===== src/rtl/bcd_serial_addsub_ctrl.sv =====
// bcd_serial_addsub_ctrl
//   Digit-serial BCD add/subtract engine. A single BCD digit slice is reused
//   for every digit position. Digits are processed least significant first,
//   one per clock. Subtraction is A + (9's complement of B) + 1, which gives
//   the ten's complement result. No sign correction is applied.
//
//   Handshakes: a transfer happens on a rising edge where valid && ready are
//   both high. start_ready is high only in IDLE. The operands are captured
//   on the accept edge and may change freely after that. res_valid stays
//   high, with sum/cout/err held stable, until the edge where res_ready is
//   also high.
//
// Ports
//   clk, rst_n               clock (rising edge), async active-low reset
//   start_valid/start_ready  operation request handshake
//   a, b                     operands, digit i at [4i+3:4i]
//   cin                      carry in (ignored when sub=1)
//   sub                      0: A+B+cin, 1: A-B
//   abort                    cancels a running operation (RUN state only)
//   busy                     engine not idle
//   res_valid/res_ready      result handshake
//   sum, cout, err           BCD result, final carry (no-borrow in sub mode),
//                            invalid-digit flag for this operation
module bcd_serial_addsub_ctrl #(
   parameter int DIGITS = 100,
   parameter int IDX_W  = 7
) (
   input  logic                clk,
   input  logic                rst_n,
   input  logic                start_valid,
   output logic                start_ready,
   input  logic [4*DIGITS-1:0] a,
   input  logic [4*DIGITS-1:0] b,
   input  logic                cin,
   input  logic                sub,
   input  logic                abort,
   output logic                busy,
   output logic                res_valid,
   input  logic                res_ready,
   output logic [4*DIGITS-1:0] sum,
   output logic                cout,
   output logic                err
);

   localparam int               W        = 4 * DIGITS;
   localparam logic [IDX_W-1:0] LAST_IDX = IDX_W'(DIGITS - 1);

   typedef enum logic [1:0] {IDLE, RUN, HOLD} state_t;

   state_t           state, state_nxt;
   logic [IDX_W-1:0] idx;
   logic             carry;
   logic [W-1:0]     a_q, b_q, sum_q;
   logic             sub_q, cout_q, err_q;

   logic             last;
   logic [3:0]       a_dig, b_dig, bd, digit;
   logic [4:0]       t, t_adj;
   logic             c_new;

   assign start_ready = (state == IDLE);
   assign busy        = (state != IDLE);
   assign res_valid   = (state == HOLD);
   assign sum         = sum_q;
   assign cout        = cout_q;
   assign err         = err_q;
   assign last        = (idx == LAST_IDX);

   // Select the current digit of each latched operand.
   always_comb begin
      a_dig = '0;
      b_dig = '0;
      for (int i = 0; i < DIGITS; i++) begin
         if (idx == IDX_W'(i)) begin
            a_dig = a_q[4*i +: 4];
            b_dig = b_q[4*i +: 4];
         end
      end
   end

   // Shared BCD digit slice. The maximum t is 15+15+1, so it fits in 5 bits
   // even when the input digits are invalid.
   always_comb begin
      bd    = sub_q ? (4'd9 - b_dig) : b_dig;
      t     = {1'b0, a_dig} + {1'b0, bd} + {4'b0, carry};
      t_adj = t + 5'd6;
      c_new = (t > 5'd9);
      digit = c_new ? t_adj[3:0] : t[3:0];
   end

   // FSM state register
   always_ff @(posedge clk or negedge rst_n) begin
      if (!rst_n) state <= IDLE;
      else        state <= state_nxt;
   end

   // FSM next state; abort wins over completion of the last digit.
   always_comb begin
      state_nxt = state;
      case (state)
         IDLE: if (start_valid) state_nxt = RUN;
         RUN: begin
            if (abort)     state_nxt = IDLE;
            else if (last) state_nxt = HOLD;
         end
         HOLD:    if (res_ready) state_nxt = IDLE;
         default: state_nxt = IDLE;
      endcase
   end

   // Datapath
   always_ff @(posedge clk or negedge rst_n) begin
      if (!rst_n) begin
         a_q    <= '0;
         b_q    <= '0;
         sub_q  <= 1'b0;
         idx    <= '0;
         carry  <= 1'b0;
         sum_q  <= '0;
         cout_q <= 1'b0;
         err_q  <= 1'b0;
      end else begin
         case (state)
            IDLE: begin
               if (start_valid) begin
                  a_q   <= a;
                  b_q   <= b;
                  sub_q <= sub;
                  carry <= sub ? 1'b1 : cin;
                  idx   <= '0;
                  err_q <= 1'b0;
                  sum_q <= '0;
               end
            end
            RUN: begin
               if (!abort) begin
                  for (int i = 0; i < DIGITS; i++) begin
                     if (idx == IDX_W'(i)) sum_q[4*i +: 4] <= digit;
                  end
                  carry <= c_new;
                  idx   <= idx + 1'b1;
                  err_q <= err_q | (a_dig > 4'd9) | (b_dig > 4'd9);
                  if (last) cout_q <= c_new;
               end
            end
            default: ;
         endcase
      end
   end

endmodule

===== config.mk =====
export PLATFORM = sky130hd
export DESIGN_NAME = bcd_serial_addsub_ctrl
export DESIGN_NICKNAME = d
export VERILOG_FILES = /design/src/rtl/bcd_serial_addsub_ctrl.sv
export SDC_FILE = /design/constraint.sdc
export NUM_CORES = 2
export LEC_CHECK = 0
export CORE_AREA = 8 8 464 466
export CTS_CLUSTER_SIZE = 12
export DETAILED_ROUTE_END_ITERATION = 12
export DIE_AREA = 0 0 472 474
export REMOVE_ABC_BUFFERS = 1
export SYNTH_ARGS = -nofsm -noshare
export SYNTH_HDL_FRONTEND = slang
export SYNTH_SLANG_ARGS = --single-unit

===== constraint.sdc =====
create_clock -name clk -period 6.5 [get_ports clk]
set_input_delay 0.65 -clock clk [delete_from_list [all_inputs] [get_ports clk]]
set_output_delay 0.65 -clock clk [all_outputs]
set_load 0.02 [all_outputs]

-- After elaboration in Yosys (flattened, before gate mapping)
Index checks and enable logic that the tools add are counted.
Widths: inputs -> output; s select.
- bits in registers: 1213
- input port bits: 807
- output and inout port bits: 405
- logic and storage cells: 752
- add/subtract/negate cells: 5
- $lt $le $gt $ge: 3
- eq/ne operators: 205
- muxes and demuxes: 320
- bitwise gates (word level): 3
- reductions and logical operators: 108
- operators with widths (operator ; number):
    $mux 4 ; 302
    $mux 400 ; 2
    $pmux 400 s2 ; 1
    $reduce_and 4->1 ; 100
    $eq 7x7->1 const B ; 36
    $eq 7x6->1 const B ; 32
    $ne 2x2->1 const B ; 102
    $eq 7x5->1 const B ; 16
    $eq 7x4->1 const B ; 8
    $eq 7x3->1 const B ; 4
    $eq 7x2->1 const B ; 2
    $mux 7 ; 2
    $pmux 7 s2 ; 1
    $reduce_and 3->1 ; 3
    $gt 4x4->1 const B ; 2
    $mux 2 ; 4
    $add 7x1->7 const B ; 1
    $eq 7x1->1 const B ; 1
    $logic_not 7->1 ; 1
    $pmux 2 s3 ; 1
    $add 4x4->5 ; 1
    $add 5x1->5 ; 1
    $gt 5x4->1 const B ; 1
    $mux 1 ; 5
    other kinds (12) ; 15

-- Longest topological paths before layout
- depth after elaboration: 110
- mapped depth: 28
- depth with buffers taken out: 23

-- Least setup slack after synthesis
OpenSTA, ideal clock, no wires.
- kind: register to register
- start: register idx[0]
- end: register sum_q[2] (netlist: sum[2])
- library setup time: 0.066 ns
- data arrival time: 6.091 ns
- required time: 6.434 ns
- slack: 0.343 ns
- stages on the path, launching flop included: 28
- buffers on the path: 5
- clock period less this slack: 6.157 ns
- path through: dfrtp_1 inv_1 ha_1 buf_1 nand4bb_1 buf_2 nor2_1 clkbuf_1 nand2_1 nand4_1 o211ai_1 a2111oi_0 o21ai_0 a21oi_1 o221ai_1 xor2_1 fa_1 fa_1 xor2_1 ha_1 a21oi_1 a221oi_1 mux2i_1 nand2_1 nor2_1 clkbuf_1 buf_1 a22o_1
- cells in the longest elaborated chain, start to end: 110
- elaborated cells on any way between the ends: 312
- classes of those cells: add/sub (4); order compare (1); eq/ne (100); mux (205); reduce/logical (2)
- ends and longest elaborated chain (item ; RTL line ; text):
    start, declared ; 51 ; logic [IDX_W-1:0] idx;
    start signal, assigned ; 141 ; idx <= idx + 1'b1;
    $logic_not 7->1 ; 74, 138 ;
    $mux 4 (100 in series) ; 74 ; if (idx == IDX_W'(i)) begin
    $sub 4x4->4 ; 84 ; bd = sub_q ? (4'd9 - b_dig) : b_dig;
    $mux 4 ; 84 ;
    $add 4x4->5 ; 85 ; t = {1'b0, a_dig} + {1'b0, bd} + {4'b0, carry};
    $add 5x1->5 ; 85 ;
    $add 4x3->4 or $gt 5x4->1 (tied branches) ; 86, 87 ;
    $mux 4 ; 88 ; digit = c_new ? t_adj[3:0] : t[3:0];
    $mux 4 ; 138 ; if (idx == IDX_W'(i)) sum_q[4*i +: 4] <= digit;
    $mux 400 ; 136 ; if (!abort) begin
    $pmux 400 s2 ; 123 ; case (state)
    end signal, assigned by index ; 138 ;
    end, declared ; 53 ; logic [W-1:0] a_q, b_q, sum_q;
Parallel ways exist; a longest one is shown, timed or not. The select of a mux whose other input is x is not followed.
A chain may end at the register's enable or synchronous reset.

-- Final worst setup path
- start: register idx[3]
- end: register sum_q[14] (netlist: sum[14])
- cells in the longest elaborated chain, start to end: 110
- elaborated cells on any way between the ends: 312
- classes of those cells: add/sub (4); order compare (1); eq/ne (100); mux (205); reduce/logical (2)
- ends and longest elaborated chain (item ; RTL line):
    $logic_not 7->1 ; 74
    $mux 4 (100 in series) ; 74
    $sub 4x4->4 ; 84
    $mux 4 ; 84
    $add 4x4->5 ; 85
    $add 5x1->5 ; 85
    $add 4x3->4 or $gt 5x4->1 (tied branches) ; 86, 87
    $mux 4 ; 88
    $mux 4 ; 138
    $mux 400 ; 136
    $pmux 400 s2 ; 123
Parallel ways exist; a longest one is shown, timed or not. The select of a mux whose other input is x is not followed.

==> results.cfg <==
[critical_path]
required_ns = 7.21
rr_endpoint = sum[14]
r2r_start = idx[3]
r2r_slack_ns = 0.10
r2r_cells = 26
start_kind = flop
critPathCaptureType = flop
criticalPathCategory = reg -> reg
path_max_fanout = 25
cp.arrival_ns = 7.11

[power]
powerDensity_nw_per_um2 = 366
leakage_nw = 37.2
finalPower_mw = 29.4
ir_worst_vdd_uv = 477

[synth]
synth_edf_count = 0
syn_avg_cell_area_um2 = 8.52
synth_ff_type = dfrtp_1
ys_types = 96
postSynthRegisterBits = 1213
async_flop_share = 1.00
yosysWarnings = 0
netlist_area_um2 = 55900
yosysSeqAreaShare = 0.543
synth_cells = 6558

[drt]
dr.pass1.iters = 7
drc = 0
num_vias = 58100
wire_per_inst_um = 30.3
drtAntennaViolNets = 0
drt_iter0_drc = 6080
vias_per_cell = 5.29
wl_um = 333000

[floorplanning]
die_w_um = 472
fp.dieArea_um2 = 224000
core_um2 = 208000
rows = 168
floorplan.initialDensity = 0.269
io_pins = 1212
chipHeight_um = 474

[timing]
timing_hold_violations_final = 0
max_freq_ghz = 0.156
tightest_slew_ns = 1.26
max-slew-margin-rel = 0.157
finalSetupViolCount = 0
report.final.slew_viol_count = 0
timing.final.crit_share = 0.984
final.setup_skew_ns = 0.0665
final.min_clock_period_ns = 6.40
fin_ws_ns = 0.104

[clocking]
clock_sinks = 1213
clkTransAtPathRegs_ns = 0.06
cts_tree = built
cts_buffer_depth = 3
clkLatencyLatePin_ns = 0.84
cts_max_level = 4
cts_buffers = 147
root_buffer = clkbuf_16

[finish]
fillCellCount = 21200
layout_common_cells = 2878 x nand2_1, 1210 x clkdlybuf4s50_1, 1209 x dfrtp_1
area_growth_pct = 44.1
nets = 8863
final_util = 0.387
layout-drive-gt1-share = 0.119
mostFrequentLayoutCell = nand2_1
final_cell_area_um2 = 80500

[hold_path]
hp-class = in -> reg
whs_path_depth = 3
hold_end = b_q[321]
min_from = b[321]

[grt]
grt_pass1_wl_um = 459000
grt_start_max_net_pins = 184
grt_pass1_vias = 58400
grt-ovfl-total = 0
antenna_found_initial = 154
grtUsageTotal = 0.284

[placement]
routabilityCongestion = 0.960
post-place-ws_ns = -1.01
placed_area_um2 = 74200
dp_hpwl_um = 259000
io_buffer_count = 1211

[outcome]
status = finished, final reports clean

[flow_run]
maxCapViolations = 0
report_power, final:
group	total, mW	switching, mW	internal, mW
Combinational	10.5	6.70	3.76
Clock	8.71	3.63	5.09
Sequential	10.3	1.23	9.05
cells in the mapped netlist (all sizes together) (20+ instances only):
cell	count	area, um2
nand2	2890	10900
dfrtp	1213	30400
o21ai	410	2050
clkbuf	305	1150
nor2	256	1030
a21oi	229	1150
nand3	193	971
a22o	123	1080
buf	122	689
nor3	85	435
a221oi	66	584
o22ai	53	332
o221ai	40	350
nor4	39	244
o211ai	32	240
nand4	28	175
a211oi	27	203
a31oi	27	169
o2111ai	27	236
a221o	24	240
a2111oi	23	239
a22oi	20	150
metrics by stage:
step,setup TNS [ns],instances,hold WS (ns)
finish,0,11000,0.336
global route,-1.00,10900,0.311
CTS,0,10900,0.263
detailed placement,-268.54,10600,0.458
global placement,-260.50,10600,0.452
floorplan,-,6131,0.354
state kept, by name, summed over array words and instances, names as in the netlist:
name and cells:
a_q 400, b_q 400, err 1, sum 400
cout 1, sub_q 1, idx 7, carry 1
state 2
cells by family after synthesis:
family	after synthesis	share of synthesized area
simple gates	3626	0.268
compound gates	1251	0.150
flops	1213	0.543
buf+inv	446	0.0341
fa+ha+maj	11	0.00273
xor+xnor	9	0.00141
mux	2	0.000381
cell type report:
cell class / instances / area, um2 / share of cell area
antenna: 92 / 230 / 0.00286
multi-input combinational: 4899 / 24400 / 0.302
tap: 2720 / 3400 / 0.0423
inverter: 19 / 75.1 / 0.000932
timing repair buffer: 1765 / 17100 / 0.212
clock inverter: 58 / 808 / 0.0100
clock buffer: 203 / 4210 / 0.0523
sequential: 1213 / 30400 / 0.377
routing by layer:
| metal | track usage | vias up | wire length [um] |
|---|---|---|---|
| met1 | 0.353 | 29100 | 133000 |
| met5 | 0 | - | 624 |
| li1 | - | 25400 | - |
| met4 | 0.154 | 102 | 19100 |
| met3 | 0.0803 | 685 | 27700 |
| met2 | 0.448 | 2838 | 152000 |
critical path, stage by stage, from the launching register on:
cell and delay (ns):
dfrtp_1 0.48, buf_4 0.22, nand2b_2 0.27, buf_12 0.27
nor2_1 0.18, buf_4 0.21, nor4_1 0.46, nand3_1 0.31
and4b_1 0.41, a21oi_1 0.20, a21o_1 0.26, o21ai_2 0.13
ha_1 0.29, nand2_1 0.06, o21ai_0 0.10, ha_1 0.36
xor2_2 0.20, ha_2 0.22, a21oi_2 0.06, a221oi_2 0.25
buf_4 0.16, mux2i_1 0.19, nand2_1 0.12, nor2_4 0.24
buf_12 0.25, buf_12 0.17, a22o_1 0.15
worst max-delay path by stage:
stage,startpoint,to,cells after the start
after floorplan,state[1],sum[2],5
after global placement,idx[1],sum[195],28
after detailed placement,idx[1],sum[195],28
after CTS,idx[2],sum[14],26
after global routing,idx[1],sum[294],29
final,idx[3],sum[14],26
timing repair:
action                                 in CTS  in global routing
resized for setup                          70                 63
hold buffers                                1                  0
pin swaps                                  12                 17
setup endpoints to repair                 302                299
endpoints found under the hold margin      95                  0
cloned                                      3                  1
buffers inserted                           22                 17
Note: power is estimated with default switching activity, not from simulation.
